<file path="config.mk">
export PLATFORM = sky130hd
export DESIGN_NAME = rvvi_frame_streamer_flat
export DESIGN_NICKNAME = d
export VERILOG_FILES = /design/src/rtl/rvvi_frame_streamer_pkg.sv /design/src/rtl/rvvi_frame_streamer_if.sv /design/src/rtl/rvvi_frame_streamer_sync_fifo.sv /design/src/rtl/rvvi_frame_streamer.sv /design/src/flat_wrapper.sv
export SDC_FILE = /design/constraint.sdc
export NUM_CORES = 2
export LEC_CHECK = 0
export CAP_MARGIN = 30
export CORE_UTILIZATION = 25
export DETAILED_ROUTE_END_ITERATION = 16
export GPL_TIMING_DRIVEN = 0
export PLACE_DENSITY_LB_ADDON = 0.1
export SETUP_SLACK_MARGIN = 0.02
export SYNTH_ARGS = -nofsm -noshare
export SYNTH_HDL_FRONTEND = slang
export SYNTH_SLANG_ARGS = --single-unit
export TNS_END_PERCENT = 1
</file>
<file path="constraint.sdc">
create_clock -name clk -period 150.1 [get_ports clk]
set_input_delay 15.01 -clock clk [delete_from_list [all_inputs] [get_ports clk]]
set_output_delay 15.01 -clock clk [all_outputs]
set_load 0.01 [all_outputs]
</file>
<file path="src/rtl/rvvi_frame_streamer_pkg.sv">
// Shared types and sizing helpers for the buffered RVVI-over-Ethernet frame streamer.
package rvvi_frame_streamer_pkg;

    typedef struct packed {
        logic [31:0] XLEN;
    } cvw_t;

    localparam cvw_t CVW_RV64 = '{XLEN: 32'd64};

    typedef enum logic [1:0] {
        INIT = 2'd0,
        IDLE = 2'd1,
        SEND = 2'd2,
        GAP  = 2'd3
    } rvvi_stream_state_t;

    function automatic int rvvi_record_width(input int xlen, input int max_csrs);
        return 72 + 5 * xlen + max_csrs * (xlen + 16);
    endfunction

    // 14 header bytes: EthType (2) + destination MAC (6) + source MAC (6)
    function automatic int rvvi_frame_bytes(input int xlen, input int max_csrs);
        return 14 + rvvi_record_width(xlen, max_csrs) / 8;
    endfunction

endpackage

</file>
<file path="src/rtl/rvvi_frame_streamer_if.sv">
// AXI4 write-data channel carrying streamed RVVI frames towards the Ethernet MAC.
interface rvvi_frame_streamer_if #(
    parameter int WORD_W = 32
);
    logic [WORD_W-1:0]   RvviAxiWdata;
    logic [WORD_W/8-1:0] RvviAxiWstrb;
    logic                RvviAxiWlast;
    logic                RvviAxiWvalid;
    logic                RvviAxiWready;

    modport master (
        output RvviAxiWdata, RvviAxiWstrb, RvviAxiWlast, RvviAxiWvalid,
        input  RvviAxiWready
    );

    modport slave (
        input  RvviAxiWdata, RvviAxiWstrb, RvviAxiWlast, RvviAxiWvalid,
        output RvviAxiWready
    );
endinterface

</file>
<file path="src/rtl/rvvi_frame_streamer_sync_fifo.sv">
// Synchronous record FIFO with first-word fall-through head; pointers carry a wrap bit.
module rvvi_sync_fifo #(
    parameter int WIDTH = 8,
    parameter int DEPTH = 4
) (
    input  logic             clk,
    input  logic             reset,
    input  logic             push,
    input  logic             pop,
    input  logic [WIDTH-1:0] wdata,
    output logic [WIDTH-1:0] head,
    output logic             full,
    output logic             empty
);
    localparam int AW = $clog2(DEPTH);

    logic [WIDTH-1:0] mem_q [DEPTH];
    logic [AW:0]      wr_ptr_q, wr_ptr_d;
    logic [AW:0]      rd_ptr_q, rd_ptr_d;
    logic             push_ok_s, pop_ok_s;

    assign full      = (wr_ptr_q[AW] != rd_ptr_q[AW]) && (wr_ptr_q[AW-1:0] == rd_ptr_q[AW-1:0]);
    assign empty     = (wr_ptr_q == rd_ptr_q);
    assign push_ok_s = push & ~full;
    assign pop_ok_s  = pop & ~empty;
    assign head      = mem_q[rd_ptr_q[AW-1:0]];

    always_comb begin
        wr_ptr_d = wr_ptr_q + {{AW{1'b0}}, push_ok_s};
        rd_ptr_d = rd_ptr_q + {{AW{1'b0}}, pop_ok_s};
    end

    always_ff @(posedge clk) begin
        if (reset) begin
            wr_ptr_q <= '0;
            rd_ptr_q <= '0;
        end else begin
            wr_ptr_q <= wr_ptr_d;
            rd_ptr_q <= rd_ptr_d;
        end
    end

    // Storage is not reset: contents are only observable behind a valid pointer.
    always_ff @(posedge clk) begin
        if (push_ok_s) begin
            mem_q[wr_ptr_q[AW-1:0]] <= wdata;
        end
    end

endmodule

</file>
<file path="src/rtl/rvvi_frame_streamer.sv">
// Buffers RVVI records and streams each one, wrapped in an Ethernet header, as an AXI4 write burst.
module rvvi_frame_streamer
    import rvvi_frame_streamer_pkg::*;
#(
    parameter cvw_t        P          = CVW_RV64,
    parameter int          MAX_CSRS   = 3,
    parameter int          WORD_W     = 32,
    parameter int          FIFO_DEPTH = 4,
    parameter logic [31:0] INIT_WAIT  = 32'd4,
    parameter logic [47:0] DST_MAC    = 48'h8F54_0000_1654,
    parameter logic [47:0] SRC_MAC    = 48'h4502_1111_6843,
    parameter logic [15:0] ETH_TYPE   = 16'h005c,
    localparam int         RVVI_W     = rvvi_record_width(int'(P.XLEN), MAX_CSRS)
) (
    input  logic                     clk,
    input  logic                     reset,
    input  logic [RVVI_W-1:0]        rvvi,
    input  logic                     valid,
    output logic                     RVVIStall,
    rvvi_frame_streamer_if.master    axi,
    input  logic [31:0]              InnerPktDelay,
    output logic [31:0]              FrameCount,
    output logic [15:0]              DropCount
);
    localparam int FRAME_BYTES = rvvi_frame_bytes(int'(P.XLEN), MAX_CSRS);
    localparam int STRB_W      = WORD_W / 8;
    localparam int NBEATS      = (FRAME_BYTES * 8 + WORD_W - 1) / WORD_W;
    localparam int FRAME_W     = NBEATS * WORD_W;
    localparam int BEAT_W      = (NBEATS > 1) ? $clog2(NBEATS) : 1;
    localparam int LAST_BYTES  = FRAME_BYTES % STRB_W;

    localparam logic [STRB_W-1:0] LAST_STRB = (LAST_BYTES == 0) ? {STRB_W{1'b1}}
                                                                 : STRB_W'((1 << LAST_BYTES) - 1);
    localparam logic [BEAT_W-1:0] LAST_BEAT = BEAT_W'(NBEATS - 1);

    localparam logic [1:0] ST_INIT = INIT;
    localparam logic [1:0] ST_IDLE = IDLE;
    localparam logic [1:0] ST_SEND = SEND;
    localparam logic [1:0] ST_GAP  = GAP;

    logic [1:0]        state_q, state_d;
    logic [BEAT_W-1:0] beat_q, beat_d;
    logic [31:0]       gap_q, gap_d;
    logic [31:0]       init_q, init_d;
    logic [31:0]       frame_count_q, frame_count_d;
    logic [15:0]       drop_count_q, drop_count_d;

    logic [RVVI_W-1:0]  head_s;
    logic               full_s, empty_s, push_s, pop_s, send_s, last_beat_s;
    logic [FRAME_W-1:0] frame_s;
    logic [WORD_W-1:0]  beats_s [NBEATS];

    rvvi_sync_fifo #(.WIDTH(RVVI_W), .DEPTH(FIFO_DEPTH)) u_fifo (
        .clk   (clk),
        .reset (reset),
        .push  (push_s),
        .pop   (pop_s),
        .wdata (rvvi),
        .head  (head_s),
        .full  (full_s),
        .empty (empty_s)
    );

    assign RVVIStall = (state_q == ST_INIT) | full_s;
    assign push_s    = valid & ~RVVIStall;

    // Zero pad above the record comes from the cast; source MAC lands in beat 0.
    assign frame_s = FRAME_W'({head_s, ETH_TYPE, DST_MAC, SRC_MAC});

    for (genvar g = 0; g < NBEATS; g++) begin : g_beat
        assign beats_s[g] = frame_s[g*WORD_W +: WORD_W];
    end

    assign send_s            = (state_q == ST_SEND);
    assign last_beat_s       = (beat_q == LAST_BEAT);
    assign axi.RvviAxiWvalid = send_s;
    assign axi.RvviAxiWdata  = beats_s[beat_q];
    assign axi.RvviAxiWstrb  = last_beat_s ? LAST_STRB : {STRB_W{1'b1}};
    assign axi.RvviAxiWlast  = send_s & last_beat_s;
    assign FrameCount        = frame_count_q;
    assign DropCount         = drop_count_q;

    always_comb begin
        state_d = state_q;
        beat_d  = beat_q;
        gap_d   = gap_q;
        init_d  = init_q;
        pop_s   = 1'b0;
        case (state_q)
            ST_INIT: begin
                if (init_q == INIT_WAIT) begin
                    state_d = ST_IDLE;
                end else begin
                    init_d = init_q + 32'd1;
                end
            end
            ST_IDLE: begin
                if (!empty_s) begin
                    state_d = ST_SEND;
                    beat_d  = '0;
                end else begin
                    state_d = ST_IDLE;
                end
            end
            ST_SEND: begin
                if (axi.RvviAxiWready && last_beat_s) begin
                    pop_s  = 1'b1;
                    beat_d = '0;
                    // The IDLE cycle that follows GAP is itself one of the idle cycles.
                    if (InnerPktDelay > 32'd1) begin
                        state_d = ST_GAP;
                        gap_d   = InnerPktDelay - 32'd1;
                    end else begin
                        state_d = ST_IDLE;
                    end
                end else if (axi.RvviAxiWready) begin
                    beat_d = beat_q + BEAT_W'(1);
                end else begin
                    beat_d = beat_q;
                end
            end
            ST_GAP: begin
                if (gap_q <= 32'd1) begin
                    state_d = ST_IDLE;
                end else begin
                    gap_d = gap_q - 32'd1;
                end
            end
            default: begin
                state_d = ST_INIT;
            end
        endcase
    end

    always_comb begin
        frame_count_d = frame_count_q + {31'd0, pop_s};
        if (valid && RVVIStall && (drop_count_q != 16'hFFFF)) begin
            drop_count_d = drop_count_q + 16'd1;
        end else begin
            drop_count_d = drop_count_q;
        end
    end

    always_ff @(posedge clk) begin
        if (reset) begin
            state_q       <= ST_INIT;
            beat_q        <= '0;
            gap_q         <= '0;
            init_q        <= '0;
            frame_count_q <= '0;
            drop_count_q  <= '0;
        end else begin
            state_q       <= state_d;
            beat_q        <= beat_d;
            gap_q         <= gap_d;
            init_q        <= init_d;
            frame_count_q <= frame_count_d;
            drop_count_q  <= drop_count_d;
        end
    end

endmodule

</file>
<file path="src/flat_wrapper.sv">
// flat-port wrapper written by rule: the top's interface ports become plain ports
module rvvi_frame_streamer_flat import rvvi_frame_streamer_pkg::*;
#(
    parameter cvw_t        P          = CVW_RV64,
    parameter int          MAX_CSRS   = 3,
    parameter int          WORD_W     = 32,
    parameter int          FIFO_DEPTH = 4,
    parameter logic [31:0] INIT_WAIT  = 32'd4,
    parameter logic [47:0] DST_MAC    = 48'h8F54_0000_1654,
    parameter logic [47:0] SRC_MAC    = 48'h4502_1111_6843,
    parameter logic [15:0] ETH_TYPE   = 16'h005c,
    localparam int         RVVI_W     = rvvi_record_width(int'(P.XLEN), MAX_CSRS)
)
  (clk, reset, rvvi, valid, RVVIStall, InnerPktDelay, FrameCount, DropCount, axi_RvviAxiWdata, axi_RvviAxiWstrb, axi_RvviAxiWlast, axi_RvviAxiWvalid, axi_RvviAxiWready);
  rvvi_frame_streamer_if #(.WORD_W(WORD_W)) axi_i ();
  input  logic clk;
  input  logic reset;
  input  logic [RVVI_W-1:0] rvvi;
  input  logic valid;
  output logic RVVIStall;
  input  logic [31:0] InnerPktDelay;
  output logic [31:0] FrameCount;
  output logic [15:0] DropCount;
  output wire logic [$bits(axi_i.RvviAxiWdata)-1:0] axi_RvviAxiWdata;
  output wire logic [$bits(axi_i.RvviAxiWstrb)-1:0] axi_RvviAxiWstrb;
  output wire logic [$bits(axi_i.RvviAxiWlast)-1:0] axi_RvviAxiWlast;
  output wire logic [$bits(axi_i.RvviAxiWvalid)-1:0] axi_RvviAxiWvalid;
  input wire logic [$bits(axi_i.RvviAxiWready)-1:0] axi_RvviAxiWready;
  assign axi_RvviAxiWdata = axi_i.RvviAxiWdata;
  assign axi_RvviAxiWstrb = axi_i.RvviAxiWstrb;
  assign axi_RvviAxiWlast = axi_i.RvviAxiWlast;
  assign axi_RvviAxiWvalid = axi_i.RvviAxiWvalid;
  assign axi_i.RvviAxiWready = axi_RvviAxiWready;
  rvvi_frame_streamer #(.P(P), .MAX_CSRS(MAX_CSRS), .WORD_W(WORD_W), .FIFO_DEPTH(FIFO_DEPTH), .INIT_WAIT(INIT_WAIT), .DST_MAC(DST_MAC), .SRC_MAC(SRC_MAC), .ETH_TYPE(ETH_TYPE)) u_core (.clk(clk), .reset(reset), .rvvi(rvvi), .valid(valid), .RVVIStall(RVVIStall), .axi(axi_i), .InnerPktDelay(InnerPktDelay), .FrameCount(FrameCount), .DropCount(DropCount));
endmodule
</file>
==> results_tabular.tex <==
\begin{tabular}{lr}
\hline
Metric & Value \\
\hline
\multicolumn{2}{l}{\textbf{Yosys}} \\
\quad Number of nets produced by synthesis & 5757 \\
\quad Count of mapped cells out of synthesis & 5069 \\
\quad Largest cells by area after synthesis & sky130\_fd\_sc\_hd\_\_edfxtp\_1 73\%, sky130\_fd\_sc\_hd\_\_mux4\_2 13\%, sky130\_fd\_sc\_hd\_\_dfxtp\_1 2.4\% \\
\quad Post-synth top area cell & sky130\_fd\_sc\_hd\_\_edfxtp\_1 \\
\quad YS warnings & 0 \\
\quad Prevailing post-synth register cell & sky130\_fd\_sc\_hd\_\_edfxtp\_1 \\
\quad Count of unique library cells instantiated by Yosys & 90 \\
\quad Top cell type's share of synthesized area & 0.7332 \\
\quad Number of synthesized flops with an enable pin & 2528 \\
\quad FF+latch count, synth & 2653 \\
\quad Seq/Total Area, Yosys & 0.7574 \\
\quad Netlist area before placement & 0.1035 mm\^{}2 \\
\quad Mapped Avg Cell Area & 20.43 um\^{}2 \\
\quad Synth async-reset ratio & 0 \\
\multicolumn{2}{l}{\textbf{Clocking}} \\
\quad Buffer count from post-CTS setup fixing & 0 \\
\quad \# clock sinks & 2653 \\
\quad Number of resized instances in the post-cts repair step & 0 \\
\quad CTS HTree Levels & 5 \\
\quad Maximum buffer depth of the clock tree & 4 \\
\quad Clock insertion delay at the later pin of the skew report & 0.96 ns \\
\quad TritonCTS clock tree & done \\
\quad Reg clk slew, reported paths & 0.06 ns \\
\quad Clock Tree Root & sky130\_fd\_sc\_hd\_\_clkbuf\_16 \\
\quad Hold bufs inserted after CTS & 0 \\
\quad Cts bufs inserted & 328 \\
\multicolumn{2}{l}{\textbf{STA}} \\
\quad Setup Viol. Count Final & 0 \\
\quad Worst clock skew & 0.05619 ns \\
\quad Count of final max-slew check failures & 0 \\
\quad Unrepaired setup endpoints after global routing & no \\
\quad Post-layout min period & 21.66 ns \\
\quad Transition time at the pin with the least slew margin & 1.073 ns \\
\quad Highest clock frequency the design can meet & 46.18 MHz \\
\quad Share of the clock period used by the worst path after layout & 0.1443 \\
\quad Hold\_ws & 0.4759 ns \\
\quad Relative slew slack & 0.2771 \\
\quad Fin. Hold Viols & 0 \\
\quad Fin Setup TNS & 0 ns \\
\quad Final critical-path setup slack & 128.45 ns \\
\multicolumn{2}{l}{\textbf{Global routing}} \\
\quad Global-route wire length before repair & 560200 um \\
\quad Largest net degree at the start of global routing & 49 \\
\quad Sum of overflow across all layers after global routing & 0 \\
\quad Aggregate global-route resource usage & 0.2024 \\
\quad Vias in the first global route & 59220 \\
\quad Number of antenna violations at the first check in global routing & 324 \\
\multicolumn{2}{l}{\textbf{Placement}} \\
\quad Total placed cells including tap cells & 11570 \\
\quad Final GP Congestion & 0.7820 \\
\quad Number of port buffers & 752 \\
\quad Pre-CTS WS & 129.31 ns \\
\quad Placed wire-length estimate after detailed placement & 323300 um \\
\multicolumn{2}{l}{\textbf{Setup path}} \\
\quad Worst EP required & 135.09 ns \\
\quad Start-to-end type of the worst setup path & flop to output pin \\
\quad CP Max Fanout & 10 \\
\quad Startpoint kind of the worst setup timing path & flop \\
\quad CP Data Arrival Time & 6.64 ns \\
\quad Critical Path Sink Type & output pin \\
\multicolumn{2}{l}{\textbf{Power}} \\
\quad Switching share of total power & 0.2565 \\
\quad Int Pwr & 1.395 mW \\
\quad P\_sw & 0.4813 mW \\
\quad Reg power frac & 0.457 \\
\quad Leakage power & 41.34 nW \\
\quad Power density relative to cell area & 14.13 mW/mm\^{}2 \\
\quad Combinational cell fraction of total power & 0.124 \\
\quad IR Drop Worst-Case VDD & 7.538 uV \\
\quad Clock power frac & 0.418 \\
\quad Total power draw & 1.876 mW \\
\multicolumn{2}{l}{\textbf{Finish}} \\
\quad Fraction of final layout cells sized beyond drive strength 1 & 0.2347 \\
\quad Layout overhead on the synthesized area & 28.30\% \\
\quad Non-filler cells, final & 12220 \\
\quad Number of nets in the final layout & 7135 \\
\multicolumn{2}{l}{\textbf{Drt}} \\
\quad DRC violations left & 0 \\
\quad Post-detailed-route via-to-cell ratio & 4.743 \\
\quad Number of routed nets with antenna violations & 0 \\
\quad Sum of routed wire length over all layers & 430600 um \\
\quad Number of optimization iterations in the first detailed-route pass & 5 \\
\quad Routed length per instance & 35.23 um \\
\quad Via count & 57980 \\
\quad Detailed router's first-iteration violation count & 5244 \\
\multicolumn{2}{l}{\textbf{Floorplan}} \\
\quad Core Rows & 235 \\
\quad Die Wd & 645.5 um \\
\quad Y dimension of the die & 645.5 um \\
\quad Top Ports & 755 \\
\quad Starting density of the core & 0.2519 \\
\quad Die outline area & 0.4167 mm\^{}2 \\
\quad Core ar. & 0.4111 mm\^{}2 \\
\multicolumn{2}{l}{\textbf{Flow run}} \\
\quad Max-cap violation count & 0 \\
\multicolumn{2}{l}{\textbf{Hold path}} \\
\quad Worst min-delay path category & flop to flop \\
\multicolumn{2}{l}{\textbf{Run status}} \\
\quad Status & completed \\
\hline
\end{tabular}
==> logic make-up after synthesis <==
| family | count (synthesis) | share of synthesized area |
|---|---|---|
| AO/OA/AOI/OAI | 543 | 0.03462 |
| XOR/XNOR | 92 | 0.007782 |
| AND/OR/NAND/NOR | 646 | 0.03140 |
| buffers and inverters | 308 | 0.01618 |
| flip-flops | 2653 | 0.7574 |
| multiplexers | 806 | 0.1502 |
| adder cells (fa/ha/maj) | 20 | 0.002417 |
| other | 1 | 0.00003622 |
==> registers in the layout, indices dropped and copies added (netlist names) <==
signal and cells:
u_core.u_fifo.mem_q 2528, u_core.init_q 32, u_core.u_fifo.wr_ptr_q 3, u_core.state_q 2, u_core.DropCount 16, u_core.beat_q 5, u_core.FrameCount 32, u_core.u_fifo.rd_ptr_q 3
u_core.gap_q 32
==> Yosys cell counts (7+ instances only) <==
cell type,count
sky130_fd_sc_hd__and4_1,7
sky130_fd_sc_hd__o22ai_1,39
sky130_fd_sc_hd__nor3_1,66
sky130_fd_sc_hd__mux4_2,576
sky130_fd_sc_hd__nand3_1,69
sky130_fd_sc_hd__buf_6,27
sky130_fd_sc_hd__clkbuf_1,89
sky130_fd_sc_hd__a221oi_1,28
sky130_fd_sc_hd__o221ai_1,17
sky130_fd_sc_hd__dfxtp_1,125
sky130_fd_sc_hd__and3_1,13
sky130_fd_sc_hd__o21ai_0,119
sky130_fd_sc_hd__buf_2,89
sky130_fd_sc_hd__buf_1,22
sky130_fd_sc_hd__a21oi_1,113
sky130_fd_sc_hd__nand2b_1,12
sky130_fd_sc_hd__o32ai_1,7
sky130_fd_sc_hd__mux2_2,13
sky130_fd_sc_hd__edfxtp_1,2528
sky130_fd_sc_hd__ha_1,20
sky130_fd_sc_hd__o311ai_0,9
sky130_fd_sc_hd__buf_4,46
sky130_fd_sc_hd__or4_1,10
sky130_fd_sc_hd__a211oi_1,23
sky130_fd_sc_hd__mux4_1,16
sky130_fd_sc_hd__xor2_1,34
sky130_fd_sc_hd__nor2b_1,16
sky130_fd_sc_hd__nand3b_1,8
sky130_fd_sc_hd__xnor2_1,58
sky130_fd_sc_hd__nor4_1,18
sky130_fd_sc_hd__inv_1,29
sky130_fd_sc_hd__nand2_1,152
sky130_fd_sc_hd__or3_1,31
sky130_fd_sc_hd__mux2i_1,200
sky130_fd_sc_hd__nand4_1,37
sky130_fd_sc_hd__a31oi_1,25
sky130_fd_sc_hd__nor2_1,171
sky130_fd_sc_hd__a22oi_1,75
sky130_fd_sc_hd__a22o_1,10
sky130_fd_sc_hd__o211ai_1,26
==> power groups by stage <==
stage | Combinational (mW) | Clock (mW) | Sequential (mW)
final | 0.234 | 0.785 | 0.858
after global routing | 0.243 | 0.832 | 0.860
after CTS | 0.240 | 0.807 | 0.858
after detailed placement | 0.240 | 0 | 0.873
after global placement | 0.214 | 0 | 1.01
after floorplan | 0.0800 | 0 | 0.934
==> through the flow <==
step / cell area [um^2] / util
3_5_place_dp: 122100 / 0.2971
5_1_grt: 132700 / 0.3229
3_3_place_gp: 117900 / 0.2868
4_1_cts: 132700 / 0.3228
2_1_floorplan: 103500 / -
6_report: 132800 / 0.3232
==> cells in the final DEF (no fill, tap or decap), types with 75 or more instances in the layout <==
cell type	n
sky130_fd_sc_hd__nand2_1	152
sky130_fd_sc_hd__nor2_1	168
sky130_fd_sc_hd__clkbuf_16	336
sky130_fd_sc_hd__clkinv_1	76
sky130_fd_sc_hd__dfxtp_1	125
sky130_fd_sc_hd__edfxtp_1	2528
sky130_fd_sc_hd__mux4_2	576
sky130_fd_sc_hd__clkdlybuf4s50_1	752
sky130_fd_sc_hd__clkbuf_1	134
sky130_fd_sc_hd__a22oi_1	75
sky130_fd_sc_hd__buf_2	100
sky130_fd_sc_hd__buf_6	191
sky130_fd_sc_hd__o21ai_0	117
sky130_fd_sc_hd__mux2i_1	199
sky130_fd_sc_hd__a21oi_1	113
==> worst paths after layout <==
path                             startpoint                     endpoint  slack, ns  cells past startpoint
hold reg to reg             u_core.gap_q[1]              u_core.gap_q[1]       0.48                      2
setup / recovery  u_core.u_fifo.rd_ptr_q[1]         axi_RvviAxiWdata[13]     128.45                     11
setup reg to reg  u_core.u_fifo.rd_ptr_q[0]  u_core.u_fifo.mem_q[2][631]     144.61                     18
hold / removal              u_core.gap_q[1]              u_core.gap_q[1]       0.48                      2
==> layout make-up <==
type	instances	area [um^2]
fillers	39490	278200
flip-flops and latches	2653	78420
multi-input cells	2108	23510
repair buffers	1048	11680
clock buffers	406	8711
well taps	5451	6820
clock inverters	189	1836
plain buffers	275	1588
diodes	60	150.1
inverters	33	123.9
==> layer usage <==
metal  routed length (um)  global-route usage  vias up
met2               218900              0.3566     2133
met5                  865                   0        -
met1               168500              0.2460    30730
met4                11760             0.05038      140
li1                     -                   -    24130
met3                30550             0.05193      851
==> worst max-delay path, stage by stage (launching register included) <==
cell	delay [ns]
sky130_fd_sc_hd__dfxtp_1	0.33
sky130_fd_sc_hd__buf_4	0.34
sky130_fd_sc_hd__buf_4	0.32
sky130_fd_sc_hd__buf_2	0.38
sky130_fd_sc_hd__buf_2	0.47
sky130_fd_sc_hd__buf_2	0.62
sky130_fd_sc_hd__mux4_2	0.43
sky130_fd_sc_hd__mux2i_1	0.76
sky130_fd_sc_hd__o21ai_0	0.62
sky130_fd_sc_hd__a22oi_1	0.32
sky130_fd_sc_hd__o21ai_0	0.38
sky130_fd_sc_hd__clkdlybuf4s50_1	0.63
Power figures use the tool's default switching activity.
